==> config.mk <==
export PLATFORM = sky130hd
export DESIGN_NAME = mem_port_arbiter
export DESIGN_NICKNAME = d
export VERILOG_FILES = /design/src/rtl/mem_port_arbiter.sv
export SDC_FILE = /design/constraint.sdc
export NUM_CORES = 1
export LEC_CHECK = 0
export CAP_MARGIN = 20
export CORE_MARGIN = 10
export CORE_UTILIZATION = 39
export DETAILED_ROUTE_END_ITERATION = 6
export MAX_ROUTING_LAYER = met4
export PLACE_DENSITY = 0.89
export SLEW_MARGIN = 10
export SYNTH_ARGS = -nofsm -noshare
export SYNTH_HDL_FRONTEND = slang
export SYNTH_SLANG_ARGS = --single-unit
export TNS_END_PERCENT = 20
==> constraint.sdc <==
create_clock -name clk -period 3 [get_ports clk]
set_input_delay 0.6 -clock clk [delete_from_list [all_inputs] [get_ports clk]]
set_output_delay 0.6 -clock clk [all_outputs]
set_load 0.02 [all_outputs]
==> src/rtl/mem_port_arbiter.sv <==
// Shares one single-port synchronous memory among N_PORTS requesters; in-order tagged responses.
// Latency: accept to response strobe MEM_LAT+1 edges; no response backpressure, request stalls only via req_ready_o.
module mem_port_arbiter #(
    parameter int N_PORTS = 2,
    parameter int ADDR_W  = 8,
    parameter int DATA_W  = 32,
    parameter int MEM_LAT = 1,
    parameter int RR_MODE = 0
) (
    input  logic                          clk,
    input  logic                          rst,
    input  logic [N_PORTS-1:0]            flush_i,
    input  logic [N_PORTS-1:0]            req_valid_i,
    output logic [N_PORTS-1:0]            req_ready_o,
    input  logic [N_PORTS-1:0]            req_we_i,
    input  logic [N_PORTS*ADDR_W-1:0]     req_addr_i,
    input  logic [N_PORTS*DATA_W-1:0]     req_wdata_i,
    input  logic [N_PORTS*DATA_W/8-1:0]   req_be_i,
    output logic [N_PORTS-1:0]            resp_valid_o,
    output logic [DATA_W-1:0]             resp_rdata_o,
    output logic                          mem_en_o,
    output logic                          mem_we_o,
    output logic [ADDR_W-1:0]             mem_addr_o,
    output logic [DATA_W-1:0]             mem_wdata_o,
    output logic [DATA_W/8-1:0]           mem_be_o,
    input  logic [DATA_W-1:0]             mem_rdata_i
);
    localparam int BE_W  = DATA_W / 8;
    localparam int PID_W = (N_PORTS > 1) ? $clog2(N_PORTS) : 1;
    localparam int DEPTH = MEM_LAT + 1;

    logic                          gnt_vld;
    logic [PID_W-1:0]              gnt_id;
    logic                          accept;
    int                            cand;
    logic [PID_W-1:0]              cand_id;

    logic [PID_W-1:0]              rr_ptr_q, rr_ptr_d;
    logic [DEPTH-1:0]              tag_vld_q, tag_vld_d;
    logic [DEPTH-1:0]              tag_we_q, tag_we_d;
    logic [DEPTH-1:0][PID_W-1:0]   tag_pid_q, tag_pid_d;

    logic                          mem_en_q, mem_en_d;
    logic                          mem_we_q, mem_we_d;
    logic [ADDR_W-1:0]             mem_addr_q, mem_addr_d;
    logic [DATA_W-1:0]             mem_wdata_q, mem_wdata_d;
    logic [BE_W-1:0]               mem_be_q, mem_be_d;
    logic [N_PORTS-1:0]            resp_valid_q, resp_valid_d;
    logic [DATA_W-1:0]             resp_rdata_q, resp_rdata_d;

    // Scan from the highest search offset down so the first candidate in priority order wins last.
    always_comb begin
        gnt_vld = 1'b0;
        gnt_id  = '0;
        cand    = 0;
        cand_id = '0;
        for (int k = N_PORTS - 1; k >= 0; k--) begin
            cand = k;
            if (RR_MODE != 0) begin
                cand = int'(rr_ptr_q) + k;
                if (cand >= N_PORTS) cand = cand - N_PORTS;
            end
            cand_id = PID_W'(cand);
            if (req_valid_i[cand_id]) begin
                gnt_vld = 1'b1;
                gnt_id  = cand_id;
            end
        end
    end

    assign accept = gnt_vld & ~flush_i[gnt_id] & ~rst;

    always_comb begin
        req_ready_o = '0;
        if (accept) req_ready_o[gnt_id] = 1'b1;
    end

    always_comb begin
        mem_en_d    = accept;
        mem_we_d    = mem_we_q;
        mem_addr_d  = mem_addr_q;
        mem_wdata_d = mem_wdata_q;
        mem_be_d    = mem_be_q;
        rr_ptr_d    = rr_ptr_q;
        if (accept) begin
            mem_we_d    = req_we_i[gnt_id];
            mem_addr_d  = req_addr_i[int'(gnt_id)*ADDR_W +: ADDR_W];
            mem_wdata_d = req_wdata_i[int'(gnt_id)*DATA_W +: DATA_W];
            mem_be_d    = req_be_i[int'(gnt_id)*BE_W +: BE_W];
            if (N_PORTS > 1) begin
                rr_ptr_d = (int'(gnt_id) == N_PORTS - 1) ? '0 : gnt_id + 1'b1;
            end
        end
    end

    // Flush masks tags as they advance, including the one leaving the tail this edge.
    always_comb begin
        tag_vld_d    = '0;
        tag_we_d     = '0;
        tag_pid_d    = '0;
        tag_vld_d[0] = accept;
        tag_we_d[0]  = req_we_i[gnt_id];
        tag_pid_d[0] = gnt_id;
        for (int k = 1; k < DEPTH; k++) begin
            tag_vld_d[k] = tag_vld_q[k-1] & ~flush_i[tag_pid_q[k-1]];
            tag_we_d[k]  = tag_we_q[k-1];
            tag_pid_d[k] = tag_pid_q[k-1];
        end
        resp_valid_d = '0;
        resp_rdata_d = '0;
        if (tag_vld_q[DEPTH-1] && !flush_i[tag_pid_q[DEPTH-1]]) begin
            resp_valid_d[tag_pid_q[DEPTH-1]] = 1'b1;
            if (!tag_we_q[DEPTH-1]) resp_rdata_d = mem_rdata_i;
        end
    end

    always_ff @(posedge clk or posedge rst) begin
        if (rst) begin
            rr_ptr_q     <= '0;
            tag_vld_q    <= '0;
            tag_we_q     <= '0;
            tag_pid_q    <= '0;
            mem_en_q     <= 1'b0;
            mem_we_q     <= 1'b0;
            mem_addr_q   <= '0;
            mem_wdata_q  <= '0;
            mem_be_q     <= '0;
            resp_valid_q <= '0;
            resp_rdata_q <= '0;
        end else begin
            rr_ptr_q     <= rr_ptr_d;
            tag_vld_q    <= tag_vld_d;
            tag_we_q     <= tag_we_d;
            tag_pid_q    <= tag_pid_d;
            mem_en_q     <= mem_en_d;
            mem_we_q     <= mem_we_d;
            mem_addr_q   <= mem_addr_d;
            mem_wdata_q  <= mem_wdata_d;
            mem_be_q     <= mem_be_d;
            resp_valid_q <= resp_valid_d;
            resp_rdata_q <= resp_rdata_d;
        end
    end

    assign mem_en_o     = mem_en_q;
    assign mem_we_o     = mem_we_q;
    assign mem_addr_o   = mem_addr_q;
    assign mem_wdata_o  = mem_wdata_q;
    assign mem_be_o     = mem_be_q;
    assign resp_valid_o = resp_valid_q;
    assign resp_rdata_o = resp_rdata_q;

endmodule

* Word-level counts from Yosys, hierarchy flattened
Index checks and enable logic that the tools add are counted.
Storage, ports and cells: bits in registers 86, word-level logic and storage cells 48, input port bits 128, output and inout bits 82
Operators by class: reduce and logical (&&, ||, !) cells 4, shift-type cells 3, muxes and demuxes 19, bitwise logic cells 6, order comparisons 5
Operators with widths (number):
- two-way mux 32 bit | 2
- variable part select 64 x 7 -> 32 bit | 1
- variable part select 16 x 5 -> 8 bit | 1
- two-way mux 1 bit | 13
- variable part select 8 x 4 -> 4 bit | 1
- < comparator 1 x 2 -> 1 bit, second input constant | 3
- two-way mux 2 bit | 2
- AND 1 bit | 3
- logical AND 1 bit | 3
- inverter 1 bit | 3
- demux 1 bit (select 1 bit) | 2
- greater-or-equal comparator 1 bit, second input constant | 2
- logical NOT 1 bit | 1

* Longest topological paths before layout
Gate-level depths: netlist of the first run.
depth after elaboration 8, gate-level depth with buffers 5, depth with buffers taken out 3

* Least setup slack after synthesis of the first run
OpenSTA, ideal clock, no wires.
path type input to output, start input port req_valid_i[0], end output port req_ready_o[1], data arrival time 1.326 ns, stages 4, required time 2.400 ns, slack 1.074 ns, cell sequence nand2b_4 buf_6 buf_8 nor2_1
On the way: longest elaborated chain between the ends 7
Ends and longest elaborated chain:
- start, declared | RTL line 13 | input logic [N_PORTS-1:0] req_valid_i,
- parallel branches: the longest is 6 deep, another holds < comparator 1 x 2 -> 1 bit
- two-way mux 2 bit * | RTL line 75 | if (accept) req_ready_o[gnt_id] = 1'b1;
- end, declared | RTL line 14 | output logic [N_PORTS-1:0] req_ready_o,
Mark *: on every way between the ends. The select of a mux whose other input is x is not followed.

* Final worst setup path of the first run
start input port flush_i[1], end output port req_ready_o[1]
On the way: longest elaborated chain between the ends 6
Ends and longest elaborated chain:
- start, declared | RTL line 12 | input logic [N_PORTS-1:0] flush_i,
- two-way mux 1 bit (implied by the code) (2 in series) | RTL line 71 | assign accept = gnt_vld & ~flush_i[gnt_id] & ~rst;
- inverter 1 bit | RTL line 71
- AND 1 bit (2 in series) | RTL line 71
- two-way mux 2 bit | RTL line 75
No other way between the ends. The select of a mux whose other input is x is not followed.

==> flow_summary.json, run 1 <==
{
  "drt_iter0_drc": 108,
  "nets": 576,
  "post_drt_wl_per_cell_um": 18.84,
  "min_path_cells": 0,
  "die_x_um": 119.5,
  "p_leak_uw": 0.002803,
  "coreArea_um2": 9729,
  "dr.pass1.iters": 4,
  "antenna_found_initial": 0,
  "grt.overflow.total": 0,
  "yosys_warnings": 0,
  "h-tree-depth": 3,
  "cts_resized": 0,
  "hold_violations": 0,
  "layout.cells.non_filler": 586,
  "hold_end": "tag_we_q[1]",
  "drive_above_1_share_pct": 25.83,
  "use_met2_pct": 28.54,
  "fin_crit_ns": 2.798,
  "grt_use_total_pct": 15.71,
  "met1_usage_pct": 16.22,
  "area_growth_pct": 62.24,
  "post-route-util_pct": 64.36,
  "yosys_register_bits": 85,
  "fp.dieArea_um2": 14280,
  "fillers": 742,
  "endpoint_kind": "output pin",
  "met3_usage_pct": 4.346,
  "hold_start": "tag_we_q[0]",
  "antenna_left": 0,
  "hp-class": "reg2reg",
  "cts_tree": "built",
  "r2r_cells": 4,
  "place_hpwl_um": 8932,
  "worstMarginPinSlew_ns": 0.3563,
  "drv_slew": 0,
  "reg2reg_to": "resp_rdata_o[20]",
  "dp.cells": 570,
  "fmax_mhz": 357.4,
  "postSynthCellCount": 234,
  "cts-root-buf": "clkbuf_8",
  "via_per_inst": 4.486,
  "worstSetupPathType": "in2out",
  "grt_max_degree": 48,
  "cts_max_path_buffers": 2,
  "fin_crit_sh_pct": 93.26,
  "synth-async-reset-ratio_pct": 100.0,
  "tns_ns": 0,
  "busiest_layer": "met2",
  "synth_area_per_cell_um2": 16.50,
  "reg2reg_slack_ns": 1.59,
  "cts-hold-fix-buffers": 0,
  "cts_sinks": 85,
  "clock_latency_ns": 0.34,
  "grt_pass1_wl_um": 17100,
  "required_ns": 2.40,
  "relSlewSlack_pct": 76.25,
  "max_cap_viol_count": 0,
  "finalSetupViolCount": 0,
  "antenna-diode-count": 0,
  "post_cts.repair.setup_buffers": 0,
  "syn_area_um2": 3860,
  "synth_edf_count": 0,
  "powerDensity_nw_per_um2": 522.5,
  "num_vias": 2629,
  "seq_area_frac_synth_pct": 55.11,
  "cp_max_fo": 4,
  "ir_drop_uv": 288.8,
  "die_y_um": 119.5,
  "gp_congestion": 0.7565,
  "clk_pin_slew_ns": 0.08,
  "portBuffers": 209,
  "num_rows": 36,
  "cp.arrival_ns": 2.20,
  "worstReg2RegStart": "tag_pid_q[1]",
  "initial_core_util_pct": 39.67,
  "wirelength_um": 11040,
  "io-pin-count": 210,
  "ys.flop_type": "dfrtp_1",
  "grt_pass1_vias": 3045,
  "drc_errors": 0,
  "worst_clock_skew_ns": 0.005103,
  "critPathLaunchType": "input pin",
  "synth_cell_types": 18,
  "cts_buffers": 9,
  "syn-num-nets": 362,
  "run_status": "completed",
  "rsz0062_at_grt": "false"
}
[state kept, by name, indices dropped and copies added, names as in the netlist]
signal,cells
tag_pid_q,1
mem_we_o,1
tag_vld_q,2
resp_valid_o,2
tag_we_q,2
resp_rdata_o,32
mem_addr_o,8
mem_be_o,4
mem_wdata_o,32
tag_pid_d,1
[cells in the mapped netlist (2+ instances only)]
cell type / instances / area (um^2)
inv_1: 2 / 7.510
nor3b_2: 2 / 25.02
buf_8: 5 / 75.07
and2_1: 33 / 206.5
mux2_4: 67 / 1006
dfrtp_1: 85 / 2127
buf_2: 4 / 20.02
buf_12: 2 / 40.04
mux2_2: 23 / 259.0
nor2_1: 2 / 7.510
buf_6: 2 / 22.52
[worst max-delay path, cell delays in order]
cell             delay [ns]
clkdlybuf4s50_1        0.46
or2_1                  0.29
nor2_1                 0.17
clkdlybuf4s50_1        0.67
[routing by layer]
metal	wire (um)	part of all wire, %	vias up
met3	575	5.2	12
met1	4219	38	1294
met2	6137	56	103
li1	-	-	1220
met4	106	0.96	0
met5	0	0	-
[stage by stage]
| step | setup slack, ns | instance area, um^2 | power [uW] | hold WS (ns) |
|---|---|---|---|---|
| 2_1_floorplan | 0.2065 | 3860 | 1908 | 0.3312 |
| 3_3_place_gp | 0.1986 | 6047 | 2420 | 0.3409 |
| 3_5_place_dp | 0.2148 | 6047 | 2444 | 0.3402 |
| 4_1_cts | 0.1948 | 6262 | 3316 | 0.3564 |
| 5_1_grt | 0.1636 | 6262 | 3432 | 0.3531 |
| 6_report | 0.2021 | 6262 | 3272 | 0.3474 |
[power by group]
group	switching [uW]	internal (uW)	leakage, uW	total, uW
clock network	392	469	0.000110	861
logic	404	634	0.00161	1040
registers	81.2	1290	0.00108	1370
total	877	2390	0.00280	3270
[area by class of cell]
cell class	instances	area [um^2]	area share, %
Timing Repair Buffer	216	2170	34.65
Sequential cell	85	2127	33.97
Multi-Input combinational cell	134	1575	25.15
Tap cell	133	166.4	2.657
Clock buffer	10	127.6	2.038
Clock inverter	6	87.58	1.399
Inverter	2	8.758	0.1399
[worst max-delay path by stage]
stage	cells after the start	end	slack, ns	start
2_1_floorplan	1	mem_addr_o[0]	0.21	rst
3_3_place_gp	4	req_ready_o[1]	0.20	rst
3_5_place_dp	4	req_ready_o[1]	0.21	rst
4_1_cts	4	req_ready_o[1]	0.19	flush_i[1]
5_1_grt	4	req_ready_o[1]	0.16	flush_i[1]
6_report	4	req_ready_o[1]	0.20	flush_i[1]
[cell families (layout without fill, tap and decap cells)]
kind of cell,after synthesis,after routing,share of synthesized area (%)
DFF,85,85,55.11
and+or+nand+nor,41,41,7.002
buffers and inverters,15,234,4.279
AOI/OAI and AO/OA,1,1,0.2917
muxes,92,92,33.32
[cell usage in the layout, fill, tap and decap left out, types with 3 or more instances in the layout]
master             n
clkdlybuf4s50_1  209
mux2_2            23
mux2_4            67
clkbuf_8           9
dfrtp_1           85
and2_1            33
buf_4              5
clkinv_2           3
Note: power is estimated with default switching activity, not from simulation.
==> run 2: changes to the inputs <==
CORE_UTILIZATION = 42   (was 39)
PLACE_DENSITY = 0.95   (was 0.89)
SKIP_CTS_REPAIR_TIMING = 1   (was default)
clock period = 3.39 ns   (was 3 ns; I/O delays follow)
==> run 2 against run 1 <==
Effect of this change: setup slack improved by 0.30 ns; clock power fell by 25%; combinational power fell by 12%; non-clock buffer count did not move; sequential share of layout area rose by 0.54 points; largest power group unchanged; global-route usage rose by 1.5 points; routed wire length rose by 2.5%.
==> flow_summary.json, run 2 (synthesis gave the netlist of run 1 again) <==
{
  "clock_latency_ns": 0.34,
  "critical_path.max_stage_delay_ns": 0.64,
  "required_ns": 2.71,
  "final_common_cell": "clkdlybuf4s50_1",
  "reg2reg_to": "resp_rdata_o[15]",
  "run_status": "completed",
  "grt_pass1_wl_um": 17220,
  "grt_max_degree": 35,
  "cts_max_path_buffers": 2,
  "wl_met3_um": 1000,
  "wirelength_um": 11320,
  "die_y_um": 115.9,
  "hold_end": "tag_we_q[1]",
  "postPlaceCellArea_um2": 5991,
  "crit_chain": "clkdlybuf4s50_1 -> or2_1 -> nor2_1 -> clkdlybuf4s50_1",
  "stdcell_area_um2": 6163,
  "gp_congestion": 0.7553,
  "hold_violations": 0,
  "max_cap_viol_count": 0,
  "antenna-diode-count": 0,
  "fin_crit_sh_pct": 85.16,
  "worstReg2RegStart": "tag_pid_q[1]",
  "cp_top_family": "buffers and inverters",
  "tns_ns": 0,
  "drt_iter0_drc": 113,
  "cts_tree": "built",
  "endpoint_kind": "output pin",
  "grt_use_total_pct": 17.18,
  "via_per_inst": 4.727,
  "min_path_cells": 0,
  "hp-class": "reg2reg",
  "nets": 576,
  "fillers": 622,
  "io-pin-count": 210,
  "antenna_left": 0,
  "dr.pass1.iters": 3,
  "area_growth_pct": 59.68,
  "fp.dieArea_um2": 13420,
  "ir_drop_uv": 242.4,
  "drt-met1-wl_um": 4409,
  "r2r_cells": 4,
  "rsz0062_at_grt": "false",
  "h-tree-depth": 3,
  "top_layer_used": "met4",
  "num_vias": 2652,
  "path_buf_inv": 2,
  "grt_pass1_vias": 3117,
  "die_x_um": 115.9,
  "cts_buffers": 9,
  "grt.overflow.total": 0,
  "p_leak_uw": 0.002763,
  "critPathSlowestCell": "clkdlybuf4s50_1",
  "portBuffers": 209,
  "antenna_found_initial": 0,
  "coreArea_um2": 8848,
  "powerDensity_nw_per_um2": 451.8,
  "hold_start": "tag_we_q[0]",
  "cts-root-buf": "clkbuf_8",
  "place_hpwl_um": 9004,
  "drc_errors": 0,
  "drive_above_1_share_pct": 25.83,
  "worst_clock_skew_ns": 0.01483,
  "worstSetupPathType": "in2out",
  "critPathLaunchType": "input pin",
  "final_cell_mix": "clkdlybuf4s50_1, dfrtp_1, mux2_4",
  "cp.arrival_ns": 2.21,
  "post_drt_wl_per_cell_um": 20.17,
  "cts_sinks": 85,
  "clk_pin_slew_ns": 0.08,
  "worstMarginPinSlew_ns": 0.5570,
  "drv_slew": 0,
  "num_rows": 34,
  "wl_met2_um": 5810,
  "fin_crit_ns": 2.887,
  "cp_max_fo": 4,
  "finalSetupViolCount": 0,
  "reg2reg_slack_ns": 1.96,
  "fmax_mhz": 346.4,
  "relSlewSlack_pct": 62.86,
  "initial_core_util_pct": 43.62,
  "cp_common_cell": "clkdlybuf4s50_1"
}
==> run 2: worst max path at each step <==
stage | startpoint | to | slack [ns] | cells after the start
after global placement | flush_i[1] | req_ready_o[1] | 0.54 | 4
final | flush_i[1] | req_ready_o[1] | 0.50 | 4
after detailed placement | flush_i[1] | req_ready_o[1] | 0.51 | 4
after CTS | flush_i[1] | req_ready_o[1] | 0.49 | 4
after floorplan | rst | mem_addr_o[0] | 0.52 | 1
after global routing | flush_i[1] | req_ready_o[1] | 0.43 | 4
==> run 2: area by class of cell <==
class / count / area, um^2 / area share, %
inverter: 2 / 8.758 / 0.1421
multi-input combinational: 134 / 1575 / 25.56
tap: 108 / 135.1 / 2.192
sequential: 85 / 2127 / 34.51
clock buffer: 10 / 127.6 / 2.071
clock inverter: 6 / 45.04 / 0.7308
timing repair buffer: 216 / 2145 / 34.80
==> run 2: power breakdown <==
group          internal, uW  switching, uW  total, uW
Sequential             1140           76.9       1220
Combinational           558            358        916
Clock                   271            378        649
Total                  1970            813       2780
==> run 2: worst register-to-register path, cell delays in order (launching register included) <==
cell and delay, ns:
dfrtp_1 0.40, mux2_1 0.33, nor3b_2 0.16, buf_4 0.28
and2_1 0.20
==> run 2: per-layer routing <==
layer	vias to the layer above	GRT usage [%]
met5	-	-
met3	9	6.563
met2	126	29.62
li1	1222	-
met1	1295	18.36
met4	0	3.837
==> run 2: through the flow <==
stage	std cells	total power, uW	utilization (%)	hold slack [ns]	worst slack [ns]
6_report	561	2784	69.66	0.3514	0.5032
5_1_grt	561	2915	69.66	0.3582	0.4325
4_1_cts	561	2826	69.66	0.3576	0.4937
3_5_place_dp	545	2161	67.70	0.3396	0.5059
3_3_place_gp	545	2137	67.70	0.3531	0.5428
2_1_floorplan	234	1689	-	0.3312	0.5185
==> run 3: changes to the inputs <==
GPL_ROUTABILITY_DRIVEN = 0   (was default)
HOLD_SLACK_MARGIN = 0.15   (was default)
REMOVE_ABC_BUFFERS = 1   (was default)
==> run 3 against run 2 <==
Effect of this change: critical path depth unchanged; setup slack improved by 0.044 ns; via count did not move; sequential cell count unchanged; first-iteration DRC count down 24%; clock skew is 0.0058 ns lower; total power up 2.7%; global-route usage grew 0.27 points; core utilization is 0.35 points higher; design area up 0.51%; cell count is 0.53% lower; critical path type unchanged; critical endpoint unchanged; highest routed layer unchanged.
==> flow_summary.json, run 3 (synthesis gave the netlist of run 1 again) <==
{
  "drive_above_1_share_pct": 25.33,
  "postPlaceCellArea_um2": 5993,
  "antenna_found_initial": 0,
  "worstSetupPathType": "in2out",
  "fillers": 591,
  "multi_input_area_um2": 1575,
  "cts_sinks": 85,
  "powerDensity_nw_per_um2": 461.5,
  "initial_core_util_pct": 43.62,
  "final_cell_mix": "clkdlybuf4s50_1, dfrtp_1, mux2_4",
  "post-route-util_pct": 70.01,
  "max_cap_viol_count": 0,
  "cp_max_fo": 3,
  "num_vias": 2652,
  "nets": 573,
  "clock_latency_ns": 0.34,
  "dr.pass1.iters": 4,
  "grt_max_degree": 51,
  "seqCellArea_um2": 2127,
  "area_growth_pct": 60.49,
  "drv_slew": 0,
  "critPathLaunchType": "input pin",
  "cts_tree": "built",
  "run_status": "completed",
  "fin_total_pwr_uw": 2859,
  "fin_crit_sh_pct": 83.87,
  "cts_buffers": 9,
  "grt.overflow.total": 0,
  "num_rows": 34,
  "grt_pass1_wl_um": 17480,
  "via_per_inst": 4.753,
  "portBuffers": 209,
  "hp-class": "reg2reg",
  "p_leak_uw": 0.002776,
  "clk_pin_slew_ns": 0.08,
  "drc_errors": 0,
  "fp.dieArea_um2": 13420,
  "final_common_cell": "clkdlybuf4s50_1",
  "worstMarginPinSlew_ns": 0.6657,
  "ir_drop_uv": 236.7,
  "relSlewSlack_pct": 55.62,
  "cts-root-buf": "clkbuf_8",
  "hold_violations": 0,
  "wirelength_um": 11550,
  "endpoint_kind": "output pin",
  "cp.arrival_ns": 2.17,
  "post_drt_wl_per_cell_um": 20.70,
  "worst_clock_skew_ns": 0.008984,
  "fmax_mhz": 351.7,
  "antenna_left": 0,
  "place_hpwl_um": 9096,
  "antenna-diode-count": 0,
  "grt_pass1_vias": 3194,
  "finalSetupViolCount": 0,
  "grt_use_total_pct": 17.45,
  "drt_iter0_drc": 86,
  "required_ns": 2.71,
  "die_x_um": 115.9,
  "rsz0062_at_grt": "false",
  "cts_max_path_buffers": 2,
  "fin_crit_ns": 2.843,
  "stdcell_area_um2": 6195,
  "io-pin-count": 210,
  "die_y_um": 115.9,
  "coreArea_um2": 8848,
  "h-tree-depth": 3
}
==> run 3: cell types whose count changed in the layout (fill, tap and decap cells not counted) <==
cell / change
buf_12: +2
clkinv_4: +2
inv_6: -2
clkinvlp_4: -2
bufinv_16: +1
buf_4: -5
clkbuf_8: +1
==> run 3: final timing paths <==
check                             startpoint          endpoint  slack (ns)  cells after the start
worst min-delay path             tag_we_q[0]       tag_we_q[1]        0.35                      0
worst max-delay path                     rst    req_ready_o[1]        0.55                      4
max in group asynchronous                rst       tag_we_q[1]        1.88                      3
worst max register to register  tag_pid_q[1]  resp_rdata_o[12]        1.94                      4
min in group asynchronous                rst   resp_valid_o[0]        0.82                      2
worst min register to register   tag_we_q[0]       tag_we_q[1]        0.35                      0
==> run 3: metal layers <==
metal  vias to the layer above  GRT usage (%)  wire (um)
met5                         -              -          0
met4                         0          5.671        187
met3                        13          8.889       1398
met2                       145          28.37       5617
met1                      1278          18.04       4346
li1                       1216              -          -
==> run 3: layout make-up <==
cell class	instances	area share, %
inverter	2	0.1414
tap	108	2.181
clock buffer	11	2.282
multi-input combinational	134	25.43
sequential	85	34.34
timing repair buffer	213	34.66
clock inverter	5	0.9695
==> run 3: through the flow <==
stage	worst slack (ns)	std cells	hold slack, ns	TNS (ns)
2_1_floorplan	-0.2369	221	0.3312	-6.847
3_3_place_gp	0.5787	542	0.3333	0
3_5_place_dp	0.5404	542	0.3355	0
4_1_cts	0.5383	558	0.3541	0
5_1_grt	0.4844	558	0.3598	0
6_report	0.5467	558	0.3514	0
==> run 3: worst max-delay path, cell delays in order <==
cell and delay, ns:
clkdlybuf4s50_1 0.48, or2_1 0.30, nor2_1 0.10, clkdlybuf4s50_1 0.61
==> run 3: power by group <==
group	switching, uW	leakage (uW)	internal (uW)
sequential	74.1	0.00108	1140
combinational	362	0.00160	559
clock	358	0.0000995	363
